**src/rtl/inv_pipe_pkg.sv**
```systemverilog
// Shared constants, types and helpers for the inv_pipe masked-inversion pipeline.
// The stage struct is parametrised by width, so it is provided as a typedef macro.
`ifndef INV_PIPE_PKG_SV
`define INV_PIPE_PKG_SV

`define INV_PIPE_STAGE_T(w) struct packed { logic valid; logic [(w)-1:0] data; }

package inv_pipe_pkg;

  localparam int unsigned XFER_CNT_W = 16;

  // Fill bit for the mask reset value: every bit inverts out of reset.
  localparam logic MASK_RST = 1'b1;

  function automatic logic [XFER_CNT_W-1:0] sat_inc(input logic [XFER_CNT_W-1:0] v);
    return (&v) ? v : v + 1'b1;
  endfunction

endpackage

`endif

```
**src/rtl/inv_pipe_stage.sv**
```systemverilog
// One pipeline slot of inv_pipe: a valid bit plus data word, loaded when en is high.
// Synchronous active-high reset clears both fields.
module inv_pipe_stage
  import inv_pipe_pkg::*;
#(
  parameter int unsigned WIDTH = 8
) (
  input  logic             clk,
  input  logic             rst,
  input  logic             en,
  input  logic             d_valid,
  input  logic [WIDTH-1:0] d_data,
  output logic             q_valid,
  output logic [WIDTH-1:0] q_data
);

  typedef `INV_PIPE_STAGE_T(WIDTH) stage_t;

  stage_t slot_q;

  always_ff @(posedge clk) begin
    if (rst) begin
      slot_q <= '0;
    end else if (en) begin
      slot_q.valid <= d_valid;
      slot_q.data  <= d_data;
    end
  end

  assign q_valid = slot_q.valid;
  assign q_data  = slot_q.data;

endmodule

```
**src/rtl/inv_pipe.sv**
```systemverilog
// Pipelined, maskable inverter with valid/ready handshakes and full backpressure.
// Optional saturating output-transfer counter enabled by defining INV_PIPE_XFER_CNT_EN.
module inv_pipe
  import inv_pipe_pkg::*;
#(
  parameter int unsigned WIDTH  = 8,
  parameter int unsigned STAGES = 2
) (
  input  logic                  clk,
  input  logic                  rst,
  input  logic [WIDTH-1:0]      a,
  input  logic                  a_valid,
  output logic                  a_ready,
  output logic [WIDTH-1:0]      y,
  output logic                  y_valid,
  input  logic                  y_ready,
  input  logic                  mask_we,
  input  logic [WIDTH-1:0]      mask_wdata,
  output logic [WIDTH-1:0]      mask,
  output logic [XFER_CNT_W-1:0] xfer_count
);

  logic [WIDTH-1:0]             mask_q;
  logic                         advance;
  logic [STAGES:0]              vld;
  logic [STAGES:0][WIDTH-1:0]   dat;

  // The whole pipe moves in lockstep; bubbles shift like data.
  assign advance = !vld[STAGES] || y_ready;
  assign a_ready = !rst && advance;

  // Slot 0 of the chain is the incoming word, inverted with the mask in use this cycle.
  assign vld[0] = a_valid;
  assign dat[0] = a ^ mask_q;

  for (genvar k = 0; k < STAGES; k++) begin : g_stage
    inv_pipe_stage #(
      .WIDTH (WIDTH)
    ) u_stage (
      .clk     (clk),
      .rst     (rst),
      .en      (advance),
      .d_valid (vld[k]),
      .d_data  (dat[k]),
      .q_valid (vld[k+1]),
      .q_data  (dat[k+1])
    );
  end

  assign y       = dat[STAGES];
  assign y_valid = vld[STAGES];

  always_ff @(posedge clk) begin
    if (rst) begin
      mask_q <= {WIDTH{MASK_RST}};
    end else if (mask_we) begin
      mask_q <= mask_wdata;
    end
  end

  assign mask = mask_q;

`ifdef INV_PIPE_XFER_CNT_EN
  logic [XFER_CNT_W-1:0] xfer_cnt_q;

  always_ff @(posedge clk) begin
    if (rst) begin
      xfer_cnt_q <= '0;
    end else if (y_valid && y_ready) begin
      xfer_cnt_q <= sat_inc(xfer_cnt_q);
    end
  end

  assign xfer_count = xfer_cnt_q;
`else
  assign xfer_count = '0;
`endif

endmodule
```
**config.mk**
```make
export PLATFORM = sky130hd
export DESIGN_NAME = inv_pipe
export DESIGN_NICKNAME = d
export VERILOG_FILES = /design/src/rtl/inv_pipe_pkg.sv /design/src/rtl/inv_pipe_stage.sv /design/src/rtl/inv_pipe.sv
export SDC_FILE = /design/constraint.sdc
export NUM_CORES = 1
export LEC_CHECK = 0
export ABC_AREA = 1
export CAP_MARGIN = 20
export CORE_MARGIN = 2
export CORE_UTILIZATION = 40
export DETAILED_ROUTE_END_ITERATION = 8
export GPL_TIMING_DRIVEN = 0
export PLACE_DENSITY = 0.76
export SETUP_SLACK_MARGIN = 0.2
export SLEW_MARGIN = 20
export SYNTH_ARGS = -nofsm -noshare
export SYNTH_HDL_FRONTEND = slang
export SYNTH_HIERARCHICAL = 1
export SYNTH_SLANG_ARGS = --single-unit
```
**constraint.sdc**
```tcl
create_clock -name clk -period 2.7 [get_ports clk]
set_input_delay 0.675 -clock clk [delete_from_list [all_inputs] [get_ports clk]]
set_output_delay 0.675 -clock clk [all_outputs]
set_load 0.02 [all_outputs]
```
After elaboration in Yosys (flattened, before gate mapping):

Cells that the tools add are included.

* bits in registers: 26
* bits in latches: 0
* bits in writable memories: 0
* memory bits (read-only): 0
* bits of input ports: 21
* output and inout port bits: 34
* logic and storage cells: 10
* memories: 0

* add/subtract/negate cells: 0
* multipliers: 0
* divide/modulo/power cells: 0
* order comparisons: 0
* eq/ne operators: 0
* shift-type cells: 0
* muxes and demuxes: 0
* bitwise gates (word level): 1
* reduce and logical (&&, ||, !) cells: 4

Operators with widths (count)
* $xor 8x8->8: 1
* $logic_not 1->1: 2
* $logic_and 1x1->1: 1
* $logic_or 1x1->1: 1

Logic depth before layout (Yosys ltp):

Gate-level depths: netlist of run 1.

* word-level depth: 3
* mapped depth: 7

By module:

Netlist of run 1, hierarchy kept.

Modules (own cells, without submodules)
* inv_pipe_stage: instances 2, cells an instance 57, area an instance 381.6 µm², seq. area each 180.2 µm²
* inv_pipe: instances 1, cells an instance 87, area an instance 535.5 µm², seq. area each 160.2 µm²

Least setup slack after synthesis of run 1:

OpenSTA, ideal clock, no wires.

* path type: input to output
* from: input port y_ready
* to: output port a_ready
* data arrival time: 1.049 ns
* data required time: 2.025 ns
* path slack: 0.976 ns
* stages: 2
* path buffers: 0
* cell sequence: inv_1 -> a21oi_1

* longest elaborated chain between the ends: 2

RTL lines
* from (decl): RTL line inv_pipe.sv:16 `input logic y_ready,`
* $logic_or 1x1->1: RTL line inv_pipe.sv:29 `assign advance = !vld[STAGES] || y_ready;`
* $logic_and 1x1->1: RTL line inv_pipe.sv:30 `assign a_ready = !rst && advance;`
* to (decl): RTL line inv_pipe.sv:13 `output logic a_ready,`

No other way between the ends.

Worst setup path after layout of run 1:

* from: input port rst
* to: output port a_ready

* longest elaborated chain between the ends: 2

RTL lines
* from (decl): RTL line inv_pipe.sv:10 `input logic rst,`
* $logic_not 1->1: RTL line inv_pipe.sv:30
* $logic_and 1x1->1: RTL line inv_pipe.sv:30

No other way between the ends.

==> results.toml, run 1 <==
[sta]
hold_viol_final = 0
drv_slew = 0
setup_violations = 0
finalCritPeriodShare_pct = 86.6
max_freq_ghz = 0.428
clock-skew-final_ns = 0.00416
rsz0062_at_grt = "false"
finalCriticalPeriod_ns = 2.34
tns_ns = 0
setup_slack_ns = 0.363

[synthesis]
synthXorXnorAreaFrac_pct = 0
synthesis.area_sq_um = 1300
synth_top_area_share_pct = 40.1
syn-instance-count = 201
synth-seq-cells = 26
yosys.area_share.simple_pct = 36.1
muxShareOfSynthArea_pct = 0
synth_compound_area_share_pct = 0.385
synth_warnings = 6
synth_area_leaders = "dfxtp_1 40%, nand2_1 17%, nor2_1 15%, buf_4 9.2%, inv_1 8.1%"
yosysUniqueCellTypes = 13
syn_avg_cell_area_sq_um = 6.46
synth_top_family_by_area = "simple AND/OR/NAND/NOR gates"
synth_fa_ha_area_share_pct = 0
yosys.area.top_type = "dfxtp_1"
yosysSeqAreaShare_pct = 40.1

[clock_tree]
clock_latency_ns = 0.31
cts_tree = "yes"
htree_levels = 1
cts_buffers = 3
root_buffer = "clkbuf_4"
ctsLongestPathBuffers = 2
clk_pin_slew_ns = 0.14
clock_sinks = 26
ctsHoldBuffers = 0

[final_layout]
seqCellArea_sq_um = 520
area_delta_synth_final_pct = 39.8
antenna_cells = 0
fin_area_sq_um = 1820
drive_gt1_share_pct = 10.9
multi_input_area_sq_um = 534
finish.net_count = 279
fill_cells = 299

[die]
start_util_pct = 42.2
fp.dieArea_sq_um = 3720
rows = 20
pin_count = 55
core-area_sq_um = 3080
die_w_microns = 61.0
die_y_microns = 61.0

[detailed_routing]
vias = 1141
routed_wl_microns = 2200
postRouteAntennaNets = 0
drt-pass1-iter-count = 4
wl_per_cell_microns = 7.31
dr.first_iter.drc_count = 39
vias_per_cell = 3.79
drcViolationCount = 0

[job]
cap_violations = 0

[global_route]
grt_pass1_wl_microns = 3790
grtUsageTotal_pct = 13.5
grt_pass1_vias = 963
grt_max_degree = 15
grt-ovfl-total = 0
antenna_found_initial = 0

[worst_setup_path]
r2r_end = "g_stage[0].u_stage/q_data[5]"
setup.worst_path.class = "input pin to output port"
cp_data_required_time_ns = 2.03
cp.arrival_ns = 1.66
start_kind = "input pin"
timing.rr.start = "g_stage[1].u_stage/q_valid"
r2r_slack_ns = 1.64
ff2ff_path_depth = 5
endpoint_kind = "output port"
crit_path_max_fanout = 4

[worst_hold_path]
holdPathEnd = "g_stage[1].u_stage/q_data[3]"
hp-class = "register to register"
holdCritStartpoint = "g_stage[1].u_stage/q_data[3]"
holdPathStages = 2

[placement]
placed_cell_area_sq_um = 1780
portBuffers = 37
gp_congestion = 0.707
place_hpwl_microns = 1730
dp_slack_ns = 0.0767

[power]
power.density_nw_per_um2 = 465
p_leak_nw = 1.03
peakVddDrop_mv = 0.234

[outcome]
outcome = "completed"
layer usage:
metal	track usage, %	vias to the layer above	routed length (microns)
met5	0	-	0
met4	9.01	0	34
met3	1.71	2	93
met2	21.8	29	1050
met1	16.9	451	1030
li1	-	659	-
synth_stat cells, drive strengths merged:
cell / n
nor2: 52
inv: 29
buf: 21
a21oi: 1
conb: 1
clkinv: 2
nand2: 61
dfxtp: 26
nand3: 8
where the power goes:
group | total, mW | switching, mW | internal [mW]
Clock | 0.194 | 0.111 | 0.0824
Sequential | 0.433 | 0.0189 | 0.414
Combinational | 0.218 | 0.111 | 0.107
kinds of logic (layout without fill, tap and decap cells):
kind of cell | count (synthesis) | in the layout
other cells | 1 | 16
compound gates | 1 | 1
flops | 26 | 26
buf+inv | 52 | 93
simple gates | 121 | 121
cell usage in the layout (no fill, tap or decap):
| master | synthesis | layout |
|---|---|---|
| clkbuf_8 | 0 | 1 |
| clkdlybuf4s50_1 | 0 | 36 |
| nor2_1 | 52 | 52 |
| conb_1 | 1 | 16 |
| dfxtp_1 | 26 | 26 |
| nand2_2 | 2 | 2 |
| buf_4 | 16 | 16 |
| inv_1 | 28 | 28 |
| clkinv_1 | 2 | 2 |
| dlygate4sd2_1 | 0 | 1 |
| a21oi_1 | 1 | 1 |
| inv_2 | 1 | 1 |
| nand2_1 | 59 | 59 |
| buf_6 | 3 | 3 |
| clkbuf_4 | 0 | 3 |
| nand3_1 | 8 | 8 |
| buf_8 | 2 | 2 |
flip-flops by register name, summed over array words and instances, names as in the netlist:
name	count
g_stage.u_stage/q_data	16
g_stage.u_stage/q_valid	2
mask	8
stage by stage:
step / total power, mW / util (%) / cells / hold WS, ns
floorplan: 0.580 / - / 216 / 0.449
global placement: 0.658 / 57.8 / 297 / 0.457
detailed placement: 0.661 / 57.8 / 297 / 0.462
CTS: 0.853 / 59.0 / 301 / 0.480
global route: 0.895 / 59.0 / 301 / 0.504
finish: 0.845 / 59.0 / 301 / 0.478
worst max path at each step:
stage / depth (start not counted) / start / to / slack (ns)
2_1_floorplan: 2 / y_ready / a_ready / 0.98
3_3_place_gp: 3 / rst / a_ready / 0.11
6_report: 3 / rst / a_ready / 0.36
3_5_place_dp: 3 / rst / a_ready / 0.08
4_1_cts: 3 / rst / a_ready / 0.36
5_1_grt: 4 / y_ready / a_ready / 0.32
worst max-delay path: stages:
cell             delay, ns
clkdlybuf4s50_1       0.49
a21oi_1               0.15
dlygate4sd2_1         0.35
final cells by class:
class / count / share of cell area, %
Multi-Input combinational cell: 138 / 29.4
Sequential cell: 26 / 28.7
Timing Repair Buffer: 37 / 20.3
Buffer: 21 / 10.1
Inverter: 31 / 6.41
Tap cell: 44 / 3.03
Clock buffer: 4 / 2.00
timing repair:
item                                    in CTS  in global routing
endpoints found under the setup margin       1                  0
buffers inserted                             0                  0
resized for setup                            1                  0
Note: power is estimated with default switching activity, not from simulation.
==> run 2: changes to the inputs <==
--- a/config.mk
+++ b/config.mk
@@ -13,6 +13,7 @@
 export GPL_TIMING_DRIVEN = 0
 export PLACE_DENSITY = 0.76
 export SETUP_SLACK_MARGIN = 0.2
+export SKIP_CTS_REPAIR_TIMING = 1
 export SLEW_MARGIN = 20
 export SYNTH_ARGS = -nofsm -noshare
 export SYNTH_HDL_FRONTEND = slang
==> run 2 against run 1 <==
- combinational power barely moved
- design area rose by 0.21%
- via count did not move
- cell count did not move
- sequential share of layout area fell by 0.059 points
- setup slack improved by 0.11 ns
- register-to-register slack barely moved
- utilization rose by 0.12 points
- clock power barely moved
- critical endpoint unchanged
- largest cell class unchanged
==> results.toml, run 2 (synthesis gave the netlist of run 1 again) <==
[outcome]
outcome = "completed"

[final_layout]
area_delta_synth_final_pct = 40.1
final_common_cell = "nand2_1"
antenna_cells = 0
drive_gt1_share_pct = 10.9
multi_input_area_sq_um = 534
finish.net_count = 279
seqCellArea_sq_um = 520
layout_common_cells = "59 x nand2_1, 52 x nor2_1, 36 x clkdlybuf4s50_1"
fin_util_pct = 59.1
instances_no_fill = 301
fill_cells = 297
largest_reg_flops = 16

[power]
power_switching_mw = 0.241
total_power_mw = 0.845
intPower_mw = 0.605
seqPwrFrac_pct = 51.2
power.density_nw_per_um2 = 465
clkPwrFrac_pct = 22.9
peakVddDrop_mv = 0.234
p_leak_nw = 1.04
power_frac_comb_pct = 25.8
p_sw_share_pct = 28.5

[global_route]
grt_pass1_wl_microns = 3790
grt-ovfl-total = 0
antenna_found_initial = 0
grt_max_degree = 15
grtUsageTotal_pct = 13.5
grt_pass1_vias = 963

[detailed_routing]
wl_per_cell_microns = 7.32
routed_wl_microns = 2200
vias = 1141
drcViolationCount = 0
postRouteAntennaNets = 0
dr.first_iter.drc_count = 39
vias_per_cell = 3.79
drt-pass1-iter-count = 4

[clock_tree]
clock_latency_ns = 0.31
htree_levels = 1
ctsLongestPathBuffers = 2
cts_buffers = 3
clk_pin_slew_ns = 0.14
cts_tree = "yes"
root_buffer = "clkbuf_4"
clock_sinks = 26

[sta]
finalCritPeriodShare_pct = 82.6
rsz0062_at_grt = "false"
max_freq_ghz = 0.448
tns_ns = 0
clock-skew-final_ns = 0.00416
setup_violations = 0
holdWs_ns = 0.478
drv_slew = 0
finalCriticalPeriod_ns = 2.23
hold_viol_final = 0

[worst_hold_path]
holdCritStartpoint = "g_stage[1].u_stage/q_data[3]"
holdPathStages = 2
holdPathEnd = "g_stage[1].u_stage/q_data[3]"
hp-class = "register to register"

[worst_setup_path]
crit_path_max_incr_delay_ns = 0.49
setup.worst_path.class = "input pin to output port"
r2r_end = "g_stage[0].u_stage/q_data[5]"
ff2ff_path_depth = 5
start_kind = "input pin"
r2r_slack_ns = 1.64
timing.rr.start = "g_stage[1].u_stage/q_valid"
crit_path_max_fanout = 4
endpoint_kind = "output port"
crit_path_top_delay_cell = "clkdlybuf4s50_1"
cpLargestDelayFamily = "buffers and inverters"
critical_path_buf_inv_count = 2
cp.arrival_ns = 1.56
cp_cell_sequence = "clkdlybuf4s50_1, a21oi_1, dlymetal6s2s_1"
cp_data_required_time_ns = 2.03

[die]
core-area_sq_um = 3080
fp.dieArea_sq_um = 3720
start_util_pct = 42.2
pin_count = 55
die_w_microns = 61.0
die_y_microns = 61.0
rows = 20

[job]
cap_violations = 0

[placement]
dp.cells = 297
portBuffers = 37
gp_congestion = 0.707
place_hpwl_microns = 1730
==> run 2: power by group through the flow <==
stage | Clock (mW) | Combinational (mW) | Sequential [mW]
2_1_floorplan | 0 | 0.118 | 0.462
3_3_place_gp | 0 | 0.217 | 0.441
3_5_place_dp | 0 | 0.219 | 0.442
4_1_cts | 0.200 | 0.220 | 0.434
5_1_grt | 0.211 | 0.247 | 0.438
6_report | 0.194 | 0.218 | 0.433
==> run 2: cell type report <==
class	count	area share, %
multi-input cells	138	29.4
flip-flops and latches	26	28.6
repair buffers	37	20.5
plain buffers	21	10.1
inverters	31	6.40
well taps	44	3.03
clock buffers	4	1.99
==> run 2: worst max path at each step <==
stage	cells past startpoint	start	to
finish	3	rst	a_ready
global route	4	y_ready	a_ready
floorplan	2	y_ready	a_ready
CTS	3	rst	a_ready
global placement	3	rst	a_ready
detailed placement	3	rst	a_ready
==> run 2: worst reg2reg max path, stage by stage (launching register included) <==
cell and delay [ns]:
dfxtp_1 0.40, nand2_1 0.12, buf_6 0.16, buf_8 0.14, nor2_1 0.11, nor2_1 0.06
==> run 2: layer usage <==
layer | GRT usage (%) | up-vias | routed length (microns)
met4 | 9.01 | 0 | 34
met3 | 1.71 | 2 | 93
met1 | 16.9 | 451 | 1030
li1 | - | 659 | -
met2 | 21.8 | 29 | 1050
met5 | 0 | - | 0
==> run 2: through the flow <==
step / setup slack (ns) / area (sq um)
finish: 0.469 / 1820
CTS: 0.0754 / 1820
global route: 0.425 / 1820
floorplan: 0.976 / 1360
detailed placement: 0.0767 / 1780
global placement: 0.107 / 1780
